--- config.mk ---
export PLATFORM = sky130hd
export DESIGN_NAME = mmio_timer
export DESIGN_NICKNAME = d
export VERILOG_FILES = /design/src/rtl/mmio_timer.sv
export SDC_FILE = /design/constraint.sdc
export NUM_CORES = 1
export LEC_CHECK = 0
export BUFFER_PORTS_ARGS = -buffer_cell sky130_fd_sc_hd__buf_2
export CAP_MARGIN = 25
export CORE_MARGIN = 5
export CORE_UTILIZATION = 56
export CTS_CLUSTER_SIZE = 10
export DETAILED_ROUTE_END_ITERATION = 12
export PLACE_DENSITY = 0.83
export SKIP_CTS_REPAIR_TIMING = 1
export SLEW_MARGIN = 15
export SYNTH_ARGS = -nofsm -noshare
export SYNTH_HDL_FRONTEND = slang
export SYNTH_SLANG_ARGS = --single-unit
--- constraint.sdc ---
create_clock -name clk -period 2.9 [get_ports clk]
set_input_delay 0.435 -clock clk [delete_from_list [all_inputs] [get_ports clk]]
set_output_delay 0.435 -clock clk [all_outputs]
set_load 0.01 [all_outputs]
--- src/rtl/mmio_timer.sv ---
// Memory-mapped prescaled 32-bit timer with compare match, sticky PEND flag and optional level irq.
// Define MMIO_TIMER_IRQ_EN to implement the CTRL.IE bit and the irq output; otherwise irq is tied low.
module mmio_timer #(
  parameter logic [31:0] BASE_ADDR = 32'h8000_0000
) (
  input  logic        clk,
  input  logic        reset,
  input  logic        write_en,
  input  logic [31:0] addr,
  input  logic [31:0] write_data,
  output logic [31:0] read_data,
  output logic        hit,
  output logic        irq
);

  localparam logic [1:0] OFF_CTRL    = 2'd0;
  localparam logic [1:0] OFF_COUNT   = 2'd1;
  localparam logic [1:0] OFF_COMPARE = 2'd2;
  localparam logic [1:0] OFF_STATUS  = 2'd3;

  logic        ctrl_en;
  logic        ctrl_periodic;
  logic        ctrl_ie;
  logic [7:0]  ctrl_prescale;
  logic [7:0]  pcnt;
  logic [31:0] count;
  logic [31:0] compare;
  logic        pend;

  logic [7:0]  pcnt_next;
  logic [31:0] count_next;
  logic        pend_next;
  logic        tick;
  logic        match;
  logic        wr_ctrl;
  logic        wr_count;
  logic        wr_compare;
  logic        wr_status;

  assign hit        = (addr[31:4] == BASE_ADDR[31:4]);
  assign wr_ctrl    = write_en && hit && (addr[3:2] == OFF_CTRL);
  assign wr_count   = write_en && hit && (addr[3:2] == OFF_COUNT);
  assign wr_compare = write_en && hit && (addr[3:2] == OFF_COMPARE);
  assign wr_status  = write_en && hit && (addr[3:2] == OFF_STATUS);

  // Matches are judged on pre-edge COUNT/COMPARE, so same-edge software writes never hide a match.
  assign tick  = ctrl_en && (pcnt == ctrl_prescale);
  assign match = tick && (count == compare);

  always_comb begin
    pcnt_next  = pcnt + 8'd1;
    count_next = count;
    pend_next  = pend;

    if (wr_ctrl || !ctrl_en || tick)
      pcnt_next = '0;

    if (wr_count)
      count_next = write_data;
    else if (tick)
      count_next = (match && ctrl_periodic) ? '0 : count + 32'd1;

    // A new match outranks a simultaneous write-1-to-clear.
    if (match)
      pend_next = 1'b1;
    else if (wr_status && write_data[0])
      pend_next = 1'b0;
  end

  always_ff @(posedge clk or posedge reset) begin
    if (reset) begin
      ctrl_en       <= 1'b0;
      ctrl_periodic <= 1'b0;
      ctrl_prescale <= '0;
      pcnt          <= '0;
      count         <= '0;
      compare       <= '1;
      pend          <= 1'b0;
    end else begin
      if (wr_ctrl) begin
        ctrl_en       <= write_data[0];
        ctrl_periodic <= write_data[1];
        ctrl_prescale <= write_data[15:8];
      end
      if (wr_compare)
        compare <= write_data;
      pcnt  <= pcnt_next;
      count <= count_next;
      pend  <= pend_next;
    end
  end

`ifdef MMIO_TIMER_IRQ_EN
  logic ie_next;
  logic irq_q;

  assign ie_next = wr_ctrl ? write_data[2] : ctrl_ie;

  always_ff @(posedge clk or posedge reset) begin
    if (reset) begin
      ctrl_ie <= 1'b0;
      irq_q   <= 1'b0;
    end else begin
      ctrl_ie <= ie_next;
      irq_q   <= pend_next && ie_next;
    end
  end

  assign irq = irq_q;
`else
  assign ctrl_ie = 1'b0;
  assign irq     = 1'b0;
`endif

  always_comb begin
    read_data = '0;
    if (hit) begin
      case (addr[3:2])
        OFF_CTRL:    read_data = {16'd0, ctrl_prescale, 5'd0, ctrl_ie, ctrl_periodic, ctrl_en};
        OFF_COUNT:   read_data = count;
        OFF_COMPARE: read_data = compare;
        OFF_STATUS:  read_data = {31'd0, pend};
        default:     read_data = '0;
      endcase
    end
  end

endmodule
==> run metrics <==
Avg Inst Size Synth=9.36 µm²; Critical-path top delay cell=nor4_4; DRC viols=0; largest family of logic cells by synthesized area=simple AND/OR/NAND/NOR gates; Post-Synth Simple-Gate Area=0.195; htree depth=3; sw frac=0.231; gr ovfl total=0; critical-path cell list=xnor2_1, nand4_1, nor4_4, nand3_2, nand2_1, o41ai_1, o22a_1; period utilisation layout=0.906; Iteration-0 DRC Markers=538; Net Sw Power=0.000516 W; row cnt=35; Core ar.=9240 µm²; Clock Pin Slew Worst Setup and Hold Paths=90 ps; Data required, critical path=3140 ps; HPWL after DPL=10.5 mm; crit path kind=flip-flop to flip-flop; sequential area share after synthesis=0.398; Initial Utilization=0.576; post-synthesis compound-gate area fraction=0.166; top area cells in the synthesized netlist=dfrtp_1 (24%), dfstp_2 (16%), xnor2_1 (7.2%); Ys Warns=0; final hold slack=159 ps; Mapped Cells=569; global placer's final weighted congestion=0.891; final setup fails=0; Max Buffers Root-to-Sink=2; number of synthesized flops with an enable pin=0; CTS tree=yes; number of distinct library cells after synthesis=57; DRT Wirelength=14.8 mm; Via density=6.12; vias in the first global route=4738; Fmax=0.381 GHz; synthesized net count=638; Pint=0.00172 W; TritonCTS Buffers=9; Worst setup EP type=flip-flop; setup_tns=0 ps; first-pass GRT wire length=23.7 mm; Die Height=108 µm; fin. max-slew vios=0; Worst R2R Setup Slack=270 ps; Post-Synth Adder-Cell Area=0.00470; Clock Power Share=0.422; Worst IR Drop VDD=0.266 mV; Sequential Power Share=0.518; antenna violations before repair=0; vias=4780; Pleak=2.78 nW; min cycle time layout=2630 ps; crit path DAT=2870 ps; clk sinks=83; DRT Pass-1 Iters=6; Pwr Density=365 nW/µm²; Ports=101; worst skew pair latency=370 ps; routed length per instance=18.9 µm; RSZ-0062 raised after global routing=no; cell family with most CP delay=simple AND/OR/NAND/NOR gates; Routed Antenna Nets=0; layout cells sized above 1=0.317; Die Width=108 µm; IO Port Bufs=97; Syn Std Cell Area=5320 µm²; worst-margin pin slew=703 ps; hold violation total from the final report=0; relative slew slack=0.531; Comb pwr share=0.060; worst min path class=input pin to async pin; Buf+Inv Stages, Crit Path=0; die area=11600 µm²; Critical Path Fanout Max=9; Synth top area share=0.240; Post-Place Cells=765; Final nets=716; Max stage delay on crit path=480 ps; Post-synth ARST share=1.00; proportion of synthesized area in mux cells=0.112; Yosys top cell by area=dfrtp_1; Primary FF master, synth=dfrtp_1; Layout Skew=13.1 ps; Non-Filler Instances=781; pin count of the biggest net entering global routing=53; Max Cap Violations=0; Root Driver=clkbuf_8; Critical Path Source Type=flip-flop; area grow syn2layout=15.0%; GRT Util Overall=0.258; n_diodes=0; xor-xnor portion of the synthesized cell area=0.0806; Yosys reg bits=83; run status=finished clean
layer usage:
layer  track usage  routed length [µm]  share of wire  up-vias
met4        0.0748                 254          0.017        0
met2         0.403                6730           0.46      264
met5             0                   0              0        -
met1         0.358                6350           0.43     2278
li1              -                   -              -     2201
met3        0.0594                1430          0.097       37
state kept, by name, indices dropped and copies added, names as in the netlist:
signal	flops
ctrl_periodic	1
compare	32
ctrl_en	1
count	32
pend	1
ctrl_prescale	8
pcnt	8
per-stage QoR:
step                setup slack (ps)  utilization  power [W]  area, µm²
global placement                 509        0.638    0.00131       5900
finish                           272        0.663    0.00224       6120
floorplan                        381            -    0.00124       5320
global route                     178        0.663    0.00231       6120
detailed placement               402        0.638    0.00131       5900
CTS                              343        0.663    0.00225       6120
worst register-to-register path, cell delays in order (launching register included):
cell	delay, ps
dfrtp_1	470
xnor2_1	360
nand4_1	270
nor4_4	480
nand3_2	150
nand2_1	390
o41ai_1	180
o22a_1	210
kinds of logic (layout without fill, tap and decap cells):
logic type	Yosys count	in the layout
xor gates and xnor gates	49	49
buffers and inverters	49	132
other	1	1
DFF	83	83
AOI/OAI and AO/OA	128	128
muxes	53	53
and+or+nand+nor	204	204
adders and majority gates	2	2
Yosys cell counts (all sizes together), types with 2 or more instances:
master	instances
o41ai	3
o21a	5
a21boi	4
or3	5
a31oi	6
nor2b	6
nand3	21
a21oi	33
a22oi	36
buf	20
clkbuf	24
dfstp	32
xnor2	44
o22a	6
ha	2
mux2i	10
o31ai	3
nor3	6
and2	8
nand2	27
o21ai	13
inv	5
mux2	42
nand4	20
nor2	84
a21o	16
nor4	10
and3	6
or2	4
xor2	5
o311ai	3
and4	3
dfrtp	51
final timing paths:
kind,from,to,cells past startpoint
hold / removal,reset,count[15],2
max in group asynchronous,reset,compare[5],3
setup reg to reg,count[28],count[18],7
hold reg to reg,pend,pend,2
min in group clk,write_data[30],count[30],3
setup / recovery,count[28],count[18],7
area by class of cell:
cell class	count	area (µm²)
clock buffers	10	138
clock inverters	6	88.8
fillers	755	3120
inverters	5	20.0
multi-input cells	437	2980
flip-flops and latches	83	2120
well taps	129	161
repair buffers	111	616
power groups by stage:
| stage | clock network [W] | registers [W] | logic [W] |
|---|---|---|---|
| after floorplan | 0 | 0.00118 | 0.0000568 |
| after global placement | 0 | 0.00118 | 0.000130 |
| after detailed placement | 0 | 0.00118 | 0.000132 |
| after CTS | 0.000954 | 0.00116 | 0.000133 |
| after global routing | 0.00100 | 0.00116 | 0.000147 |
| final | 0.000943 | 0.00116 | 0.000134 |
placed cells by master (no fill, tap or decap), types with 3 or more instances in the layout:
| cell | instances |
|---|---|
| a21boi_0 | 3 |
| a21o_1 | 16 |
| a21oi_1 | 33 |
| a22oi_1 | 36 |
| a31oi_1 | 4 |
| and2_1 | 8 |
| and3_1 | 6 |
| buf_2 | 97 |
| buf_4 | 12 |
| clkbuf_8 | 10 |
| dfrtp_1 | 51 |
| dfstp_2 | 32 |
| inv_1 | 3 |
| mux2_1 | 11 |
| mux2_2 | 31 |
| mux2i_1 | 10 |
| nand2_1 | 27 |
| nand3_1 | 18 |
| nand3_2 | 3 |
| nand4_1 | 20 |
| nor2_1 | 84 |
| nor2b_1 | 5 |
| nor3_1 | 6 |
| nor4_1 | 7 |
| o21a_1 | 5 |
| o21ai_0 | 11 |
| o22a_1 | 6 |
| o311ai_1 | 3 |
| o31ai_1 | 3 |
| or3_1 | 4 |
| xnor2_1 | 44 |
| xor2_1 | 5 |
Power figures use the tool's default switching activity.
